`config.mk`:
```
export PLATFORM = sky130hd
export DESIGN_NAME = threshold2_mul_pipe
export DESIGN_NICKNAME = d
export VERILOG_FILES = /design/src/rtl/threshold2_mul_pkg.sv /design/src/rtl/threshold2_mul_sat_scale.sv /design/src/rtl/threshold2_mul_pipe.sv
export SDC_FILE = /design/constraint.sdc
export NUM_CORES = 1
export LEC_CHECK = 0
export CAP_MARGIN = 20
export CELL_PAD_IN_SITES_DETAIL_PLACEMENT = 0
export CELL_PAD_IN_SITES_GLOBAL_PLACEMENT = 2
export CORE_MARGIN = 3
export CORE_UTILIZATION = 35
export DETAILED_ROUTE_END_ITERATION = 6
export GPL_TIMING_DRIVEN = 0
export PLACE_DENSITY = 0.78
export SETUP_SLACK_MARGIN = 0.5
export SLEW_MARGIN = 10
export SYNTH_ARGS = -nofsm -noshare
export SYNTH_HDL_FRONTEND = slang
export SYNTH_SLANG_ARGS = --single-unit
export TNS_END_PERCENT = 1
```
`constraint.sdc`:
```
create_clock -name ap_clk -period 13.66 [get_ports ap_clk]
set_input_delay 2.732 -clock ap_clk [delete_from_list [all_inputs] [get_ports ap_clk]]
set_output_delay 2.732 -clock ap_clk [all_outputs]
set_load 0.05 [all_outputs]
```
`src/rtl/threshold2_mul_pkg.sv`:
```
// Shared definitions for the threshold2 multiplier: operand mode, product width,
// output saturation bounds and the legal pipeline depth range.
package threshold2_mul_pkg;

   typedef enum logic {
      MODE_UNSIGNED = 1'b0,
      MODE_SIGNED   = 1'b1
   } mode_e;

   localparam int MIN_STAGE = 1;
   localparam int MAX_STAGE = 4;

   function automatic int prod_width(input int w0, input int w1);
      return w0 + w1;
   endfunction

   function automatic bit num_stage_ok(input int n);
      return (n >= MIN_STAGE) && (n <= MAX_STAGE);
   endfunction

   // Bounds are returned as 64-bit signed values; callers size them down.
   function automatic longint bound_hi(input int w, input mode_e m);
      return (m == MODE_SIGNED) ? (longint'(1) <<< (w - 1)) - 64'sd1
                                : (longint'(1) <<< w) - 64'sd1;
   endfunction

   function automatic longint bound_lo(input int w, input mode_e m);
      return (m == MODE_SIGNED) ? -(longint'(1) <<< (w - 1)) : 64'sd0;
   endfunction

endpackage

```
`src/rtl/threshold2_mul_sat_scale.sv`:
```
// Combinational post-scale of a full-width product: optional round-half-up,
// arithmetic/logical right shift, then range check with saturate or truncate.
module threshold2_mul_sat_scale
   import threshold2_mul_pkg::*;
#(
   parameter int P          = 22,
   parameter int DOUT_WIDTH = 21,
   parameter int SHIFT      = 0,
   parameter int ROUND      = 0,
   parameter int SATURATE   = 1
) (
   input  logic [P-1:0]          prod,
   input  mode_e                 mode,
   output logic [DOUT_WIDTH-1:0] dout,
   output logic                  ovf
);

   // Two guard bits keep the rounding add and the unsigned bound representable.
   localparam int CW  = (P > DOUT_WIDTH) ? P + 2 : DOUT_WIDTH + 2;
   localparam int RSH = (SHIFT > 0) ? SHIFT - 1 : 0;
   localparam logic signed [CW-1:0] RND  = (ROUND != 0 && SHIFT > 0) ? (CW'(1) << RSH) : CW'(0);
   localparam logic signed [CW-1:0] U_HI = CW'(bound_hi(DOUT_WIDTH, MODE_UNSIGNED));
   localparam logic signed [CW-1:0] U_LO = CW'(bound_lo(DOUT_WIDTH, MODE_UNSIGNED));
   localparam logic signed [CW-1:0] S_HI = CW'(bound_hi(DOUT_WIDTH, MODE_SIGNED));
   localparam logic signed [CW-1:0] S_LO = CW'(bound_lo(DOUT_WIDTH, MODE_SIGNED));

   logic signed [CW-1:0] ext;
   logic signed [CW-1:0] scaled;
   logic signed [CW-1:0] hi;
   logic signed [CW-1:0] lo;
   logic                 over;
   logic                 under;

   always_comb begin
      if (mode == MODE_SIGNED) begin
         ext = {{(CW-P){prod[P-1]}}, prod};
         hi  = S_HI;
         lo  = S_LO;
      end else begin
         ext = {{(CW-P){1'b0}}, prod};
         hi  = U_HI;
         lo  = U_LO;
      end
      // Unsigned values are zero-extended, so >>> degenerates to a logical shift.
      scaled = (ext + RND) >>> SHIFT;
      over   = scaled > hi;
      under  = scaled < lo;
      ovf    = over | under;
      if (SATURATE != 0 && over) begin
         dout = hi[DOUT_WIDTH-1:0];
      end else if (SATURATE != 0 && under) begin
         dout = lo[DOUT_WIDTH-1:0];
      end else begin
         dout = scaled[DOUT_WIDTH-1:0];
      end
   end

endmodule

```
`src/rtl/threshold2_mul_pipe.sv`:
```
// Pipelined signed/unsigned multiplier with scaling, saturation, overflow count
// and valid/ready handshake; a single global enable stalls every stage.
module threshold2_mul_pipe
   import threshold2_mul_pkg::*;
#(
   parameter int DIN0_WIDTH    = 8,
   parameter int DIN1_WIDTH    = 14,
   parameter int DOUT_WIDTH    = 21,
   parameter int NUM_STAGE     = 3,
   parameter int SHIFT         = 0,
   parameter int ROUND         = 0,
   parameter int SATURATE      = 1,
   parameter int OVF_CNT_WIDTH = 16
) (
   input  logic                     ap_clk,
   input  logic                     ap_rst_n,
   input  logic                     in_valid,
   output logic                     in_ready,
   input  logic [DIN0_WIDTH-1:0]    din0,
   input  logic [DIN1_WIDTH-1:0]    din1,
   input  logic                     signed_mode,
   output logic                     out_valid,
   input  logic                     out_ready,
   output logic [DOUT_WIDTH-1:0]    dout,
   output logic                     out_ovf,
   input  logic                     ovf_clr,
   output logic [OVF_CNT_WIDTH-1:0] ovf_count
);

   localparam int P   = prod_width(DIN0_WIDTH, DIN1_WIDTH);
   localparam int NPD = (NUM_STAGE > 2) ? NUM_STAGE - 2 : 0;

   genvar gi;

   if (!num_stage_ok(NUM_STAGE)) begin : g_bad_num_stage
      $error("threshold2_mul_pipe: NUM_STAGE must be within 1..4");
   end

   logic                     stall;
   logic                     advance;
   logic [DIN0_WIDTH-1:0]    mul_a;
   logic [DIN1_WIDTH-1:0]    mul_b;
   mode_e                    mul_mode;
   logic [P-1:0]             ext_a;
   logic [P-1:0]             ext_b;
   logic [P-1:0]             mul_prod;
   logic [P-1:0]             fin_prod;
   mode_e                    fin_mode;
   logic [DOUT_WIDTH-1:0]    fin_dout;
   logic                     fin_ovf;
   logic [DOUT_WIDTH-1:0]    dout_reg;
   logic                     ovf_reg;
   logic [OVF_CNT_WIDTH-1:0] ovf_count_reg;

   assign stall    = out_valid && !out_ready;
   assign advance  = !stall;
   assign in_ready = advance;

   // Valid travels alongside the data; bubbles are carried, never squeezed out.
   for (gi = 0; gi < NUM_STAGE; gi++) begin : g_vld
      logic v_reg;
      logic v_in;
      if (gi == 0) begin : g_first
         assign v_in = in_valid;
      end else begin : g_next
         assign v_in = g_vld[gi-1].v_reg;
      end
      always_ff @(posedge ap_clk or negedge ap_rst_n) begin
         if (!ap_rst_n) begin
            v_reg <= 1'b0;
         end else if (advance) begin
            v_reg <= v_in;
         end
      end
   end

   assign out_valid = g_vld[NUM_STAGE-1].v_reg;

   if (NUM_STAGE == 1) begin : g_comb_ops
      assign mul_a    = din0;
      assign mul_b    = din1;
      assign mul_mode = mode_e'(signed_mode);
   end else begin : g_op_reg
      logic [DIN0_WIDTH-1:0] a_reg;
      logic [DIN1_WIDTH-1:0] b_reg;
      mode_e                 mode_reg;
      always_ff @(posedge ap_clk or negedge ap_rst_n) begin
         if (!ap_rst_n) begin
            a_reg    <= '0;
            b_reg    <= '0;
            mode_reg <= MODE_UNSIGNED;
         end else if (advance) begin
            a_reg    <= din0;
            b_reg    <= din1;
            mode_reg <= mode_e'(signed_mode);
         end
      end
      assign mul_a    = a_reg;
      assign mul_b    = b_reg;
      assign mul_mode = mode_reg;
   end

   // Low P bits of the extended product are exact for both signednesses.
   always_comb begin
      if (mul_mode == MODE_SIGNED) begin
         ext_a = {{DIN1_WIDTH{mul_a[DIN0_WIDTH-1]}}, mul_a};
         ext_b = {{DIN0_WIDTH{mul_b[DIN1_WIDTH-1]}}, mul_b};
      end else begin
         ext_a = {{DIN1_WIDTH{1'b0}}, mul_a};
         ext_b = {{DIN0_WIDTH{1'b0}}, mul_b};
      end
      mul_prod = ext_a * ext_b;
   end

   if (NPD == 0) begin : g_no_pd
      assign fin_prod = mul_prod;
      assign fin_mode = mul_mode;
   end else begin : g_pd_chain
      // Trailing product registers give the tools room to retime the multiplier.
      for (gi = 0; gi < NPD; gi++) begin : g_pd
         logic [P-1:0] p_reg;
         logic [P-1:0] p_in;
         mode_e        m_reg;
         mode_e        m_in;
         if (gi == 0) begin : g_first
            assign p_in = mul_prod;
            assign m_in = mul_mode;
         end else begin : g_next
            assign p_in = g_pd[gi-1].p_reg;
            assign m_in = g_pd[gi-1].m_reg;
         end
         always_ff @(posedge ap_clk or negedge ap_rst_n) begin
            if (!ap_rst_n) begin
               p_reg <= '0;
               m_reg <= MODE_UNSIGNED;
            end else if (advance) begin
               p_reg <= p_in;
               m_reg <= m_in;
            end
         end
      end
      assign fin_prod = g_pd[NPD-1].p_reg;
      assign fin_mode = g_pd[NPD-1].m_reg;
   end

   threshold2_mul_sat_scale #(
      .P          (P),
      .DOUT_WIDTH (DOUT_WIDTH),
      .SHIFT      (SHIFT),
      .ROUND      (ROUND),
      .SATURATE   (SATURATE)
   ) u_sat_scale (
      .prod (fin_prod),
      .mode (fin_mode),
      .dout (fin_dout),
      .ovf  (fin_ovf)
   );

   always_ff @(posedge ap_clk or negedge ap_rst_n) begin
      if (!ap_rst_n) begin
         dout_reg <= '0;
         ovf_reg  <= 1'b0;
      end else if (advance) begin
         dout_reg <= fin_dout;
         ovf_reg  <= fin_ovf;
      end
   end

   // Clear wins over a same-cycle increment; the count sticks at all-ones.
   always_ff @(posedge ap_clk or negedge ap_rst_n) begin
      if (!ap_rst_n) begin
         ovf_count_reg <= '0;
      end else if (ovf_clr) begin
         ovf_count_reg <= '0;
      end else if (out_valid && out_ready && ovf_reg && !(&ovf_count_reg)) begin
         ovf_count_reg <= ovf_count_reg + OVF_CNT_WIDTH'(1);
      end
   end

   assign dout      = dout_reg;
   assign out_ovf   = ovf_reg;
   assign ovf_count = ovf_count_reg;

endmodule

```
* Word level (Yosys, flattened, before mapping)
Cells that the tools add are included.
** Cells by class
- Multiplexer cells :: 9
- Bitwise operators :: 1
- $lt $le $gt $ge :: 2
- Multipliers :: 1
- Add/subtract/negate cells :: 1
- Reduce and logical (&&, ||, !) cells :: 9
** Operator list (count)
- $mux W21 :: 3
- $mux W24 :: 2
- $mux W22 :: 2
- $mux W16 :: 2
- $gt A24 B24 Y1 :: 1
- $lt A24 B24 Y1 :: 1
- $mul A22 B22 Y22 :: 1
- $add A16 B1 Y16 const B :: 1
- $reduce_and A16 Y1 :: 1
- $logic_and A1 B1 Y1 :: 4
- $logic_not A1 Y1 :: 3
- $reduce_bool A2 Y1 :: 1
- $or A1 B1 Y1 :: 1
** Storage, ports and cells
- Register bits :: 87
- Output and inout port bits :: 40

* Depth between registers and ports, before layout
- Depth after elaboration :: 5
- Gate-level depth with buffers :: 25
- Mapped depth without buffers :: 24

* By module
Synthesis repeated with hierarchy kept, for this count alone.
** Unflattened totals
- Cell total of the unflattened synthesis :: 1102
- Area total of the unflattened synthesis :: 9987.1 µm²
** By module, submodules not included
- threshold2_mul_pipe :: instances 1, seq. area each 2177.1 µm², cells an instance 1052, area each 9601.7 µm²
- threshold2_mul_sat_scale :: instances 1, seq. area each 0.0 µm², cells an instance 50, area each 385.4 µm²

* Least setup slack after synthesis
No wires, ideal clock.
- Path kind :: input-to-output
- From :: in out_ready
- To :: out in_ready
- Data arrival time :: 3.665 ns
- Cell stages on the path :: 4
- Data required time :: 10.928 ns
- Path buffers :: 2
- Setup slack :: 7.263 ns
- Cells stage by stage :: nor2b_1 -> clkbuf_1 -> inv_2 -> clkbuf_1
** On the way
- Cells in the longest elaborated chain, start to end :: 3
** RTL lines
- from (decl) :: RTL line threshold2_mul_pipe.sv:23 : input logic out_ready,
- $logic_not A1 Y1 :: RTL line threshold2_mul_pipe.sv:55 : assign stall = out_valid && !out_ready;
- $logic_and A1 B1 Y1 :: RTL line threshold2_mul_pipe.sv:55
- $logic_not A1 Y1 :: RTL line threshold2_mul_pipe.sv:56 : assign advance = !stall;
- to (decl) :: RTL line threshold2_mul_pipe.sv:18 : output logic in_ready,
No other way between the ends.

* Final worst setup path
Same ends and word-level chain as after synthesis.

==> impl_metrics.py <==
metrics = {
    "routing": {
        "drt_wl_total_um": 23090,
        "drc": 0,
        "via_count": 6865,
        "drt-vias-per-instance": 4.546,
        "drt_iter0_markers": 315,
        "drtAntennaViolNets": 0,
        "wl_per_cell_um": 15.29,
        "first_pass_iters": 6,
    },
    "setup_path": {
        "cp.required_ns": 10.93,
        "cp_cell_sequence": "clkdlybuf4s50_1, nor2b_1, clkbuf_1, inv_2, clkbuf_1, clkdlybuf4s50_1",
        "start_kind": "input port",
        "critPathMaxStageDelay_ns": 0.93,
        "endpoint_kind": "output port",
        "cp_slowest_cell": "clkdlybuf4s50_1",
        "arrival_ns": 5.13,
        "path_class": "input port to output port",
        "path_max_fanout": 10,
    },
    "cts": {
        "numCtsBuffers": 9,
        "cts_sinks": 87,
        "post_cts_buffers": 0,
        "cts.repair.resized": 0,
        "path_clk_slew_ns": 0.07,
        "holdBufCountCts": 0,
        "cts_htree_levels": 3,
        "clockBufferDepth": 2,
        "clk_latency_ns": 0.35,
        "cts_root_buffer": "clkbuf_16",
        "cts_tree": "yes",
    },
    "yosys": {
        "yosys.area.top_type": "fa_1",
        "synth-edff-count": 0,
        "synthTopCellsByCount": "nand2_1 (186), inv_1 (184), fa_1 (141)",
        "yosys_warnings": 0,
        "synth_seq_cells": 87,
        "yosys.cell_types.count": 51,
        "yosysMostFrequentCell": "nand2_1",
        "yosysSeqAreaShare_pct": 22.41,
        "syn_area_per_cell_um2": 9.210,
        "netlist_area_um2": 9717,
        "ys.flop_type": "dfrtp_1",
        "synth.top_cells.by_area": "fa_1 (29%), dfrtp_1 (22%), ha_1 (11%), nand2_1 (7.2%), inv_1 (7.1%)",
        "synth_top_area_share_pct": 29.05,
        "ys_async_sr_fraction_pct": 100.0,
        "synth_nets": 1307,
        "synthCells": 1055,
    },
    "sta": {
        "period_needed_ns": 7.864,
        "finalHoldViolations": 0,
        "worstMarginPinSlew_ns": 0.8910,
        "grt_setup_unrepaired": "no",
        "finClkSkew_ns": 0.009082,
        "relSlewSlack_pct": 40.20,
        "fin_setup_tns_ns": 0,
        "clock.fmax_mhz": 127.2,
        "worst_slack_ns": 5.796,
        "slew_violations": 0,
        "hold_slack_ns": 0.4693,
        "fin_crit_sh_pct": 57.57,
        "setup_viol": 0,
    },
    "grt": {
        "grt.total_usage_pct": 16.25,
        "grt_max_degree": 55,
        "grt_pass1_wl_um": 39300,
        "overflow": 0,
        "grt_pass1_vias": 7289,
        "antenna_found_initial": 0,
    },
    "floorplan": {
        "die_h_um": 172.6,
        "rows": 60,
        "core_um2": 27100,
        "dieWidth_um": 172.6,
        "pin_count": 68,
        "dieArea_um2": 29800,
        "initial_core_util_pct": 35.85,
    },
    "placed_design": {
        "place_ws_ns": 5.765,
        "dpl.hpwl_um": 19020,
        "numPortBuffers": 66,
        "gp_congestion": 0.8513,
    },
    "layout": {
        "largest_reg_flops": 22,
        "nets": 1385,
        "area_growth_pct": 14.82,
        "drive_gt1_share_pct": 2.636,
        "num_antenna_cells": 0,
    },
    "job": {
        "drv_cap": 0,
    },
    "run_status": {
        "status": "finished clean",
    },
    "hold_path": {
        "hold_class": "register to register",
    },
}
## through the flow
step	instances	utilization, %	instance area [µm²]
3_5_place_dp	1494	40.10	10870
3_3_place_gp	1493	40.01	10840
5_1_grt	1510	41.17	11160
2_1_floorplan	1055	-	9717
4_1_cts	1510	41.17	11160
6_report	1510	41.17	11160
## worst max-delay path, delay by kind of cell
kind	cells	cell delay [ns]
buffers and inverters	5	2.34
AND/OR/NAND/NOR	1	0.06
## cell type report
type                    count  area, µm²
clock buffers               9      225.2
repair buffers             67      685.7
flip-flops and latches     87       2177
well taps                 372      465.4
inverters                 186      698.2
clock inverters             7      63.81
plain buffers              45      176.4
fillers                  2793      15940
multi-input cells         737       6665
## cell families (layout without fill, tap and decap cells)
kind of cell             after synthesis  after routing  synth area share, %
buffers and inverters                231            314                9.001
multiplexers                           2              2               0.2060
AND/OR/NAND/NOR                      352            352                17.19
AO/OA/AOI/OAI                        108            108                6.722
flip-flops                            87             87                22.41
XOR/XNOR                              51             51                4.739
adder cells (fa/ha/maj)              224            224                39.74
## layout by cell type, fill, tap and decap left out, drive strengths merged, types with 3 or more instances in the layout
cell type / netlist / final
a21o: 5 / 5
clkbuf: 41 / 50
nor2: 33 / 33
xnor2: 30 / 30
nand4: 9 / 9
nor4: 4 / 4
nand3b: 3 / 3
and3: 14 / 14
nand2: 186 / 186
buf: 4 / 6
o21ai: 32 / 32
dfrtp: 87 / 87
fa: 141 / 141
o21a: 4 / 4
and2: 69 / 69
inv: 186 / 190
nor3: 8 / 8
a21oi: 44 / 44
o211ai: 4 / 4
ha: 83 / 83
o21bai: 3 / 3
nand3: 16 / 16
clkdlybuf4s50: 0 / 65
o31ai: 4 / 4
xor2: 20 / 20
## path summary, 6_finish.rpt
path	start	endpoint	slack, ns	cells past startpoint
worst min-delay path	g_vld[1].v_reg	g_vld[1].v_reg	0.47	2
min in group asynchronous	ap_rst_n	dout[20]	2.35	1
max in group asynchronous	ap_rst_n	g_op_reg.b_reg[6]	10.65	2
worst min register to register	g_vld[1].v_reg	g_vld[1].v_reg	0.47	2
worst max register to register	g_op_reg.mode_reg	fin_prod[19]	6.64	19
worst max-delay path	out_ready	in_ready	5.80	6
## routing by layer
| layer | global-route usage (%) | up-vias | wire length, µm | part of all wire (%) |
|---|---|---|---|---|
| li1 | - | 3417 | - | - |
| met1 | 24.22 | 3346 | 12060 | 52 |
| met2 | 25.71 | 87 | 10230 | 44 |
| met3 | 2.086 | 15 | 559 | 2.4 |
| met4 | 3.008 | 0 | 239 | 1.0 |
| met5 | 0 | - | 0 | 0 |
Power is left out: the tool's default activity adds up to more than one toggle a clock period on the data nets, which glitch-free logic cannot reach.
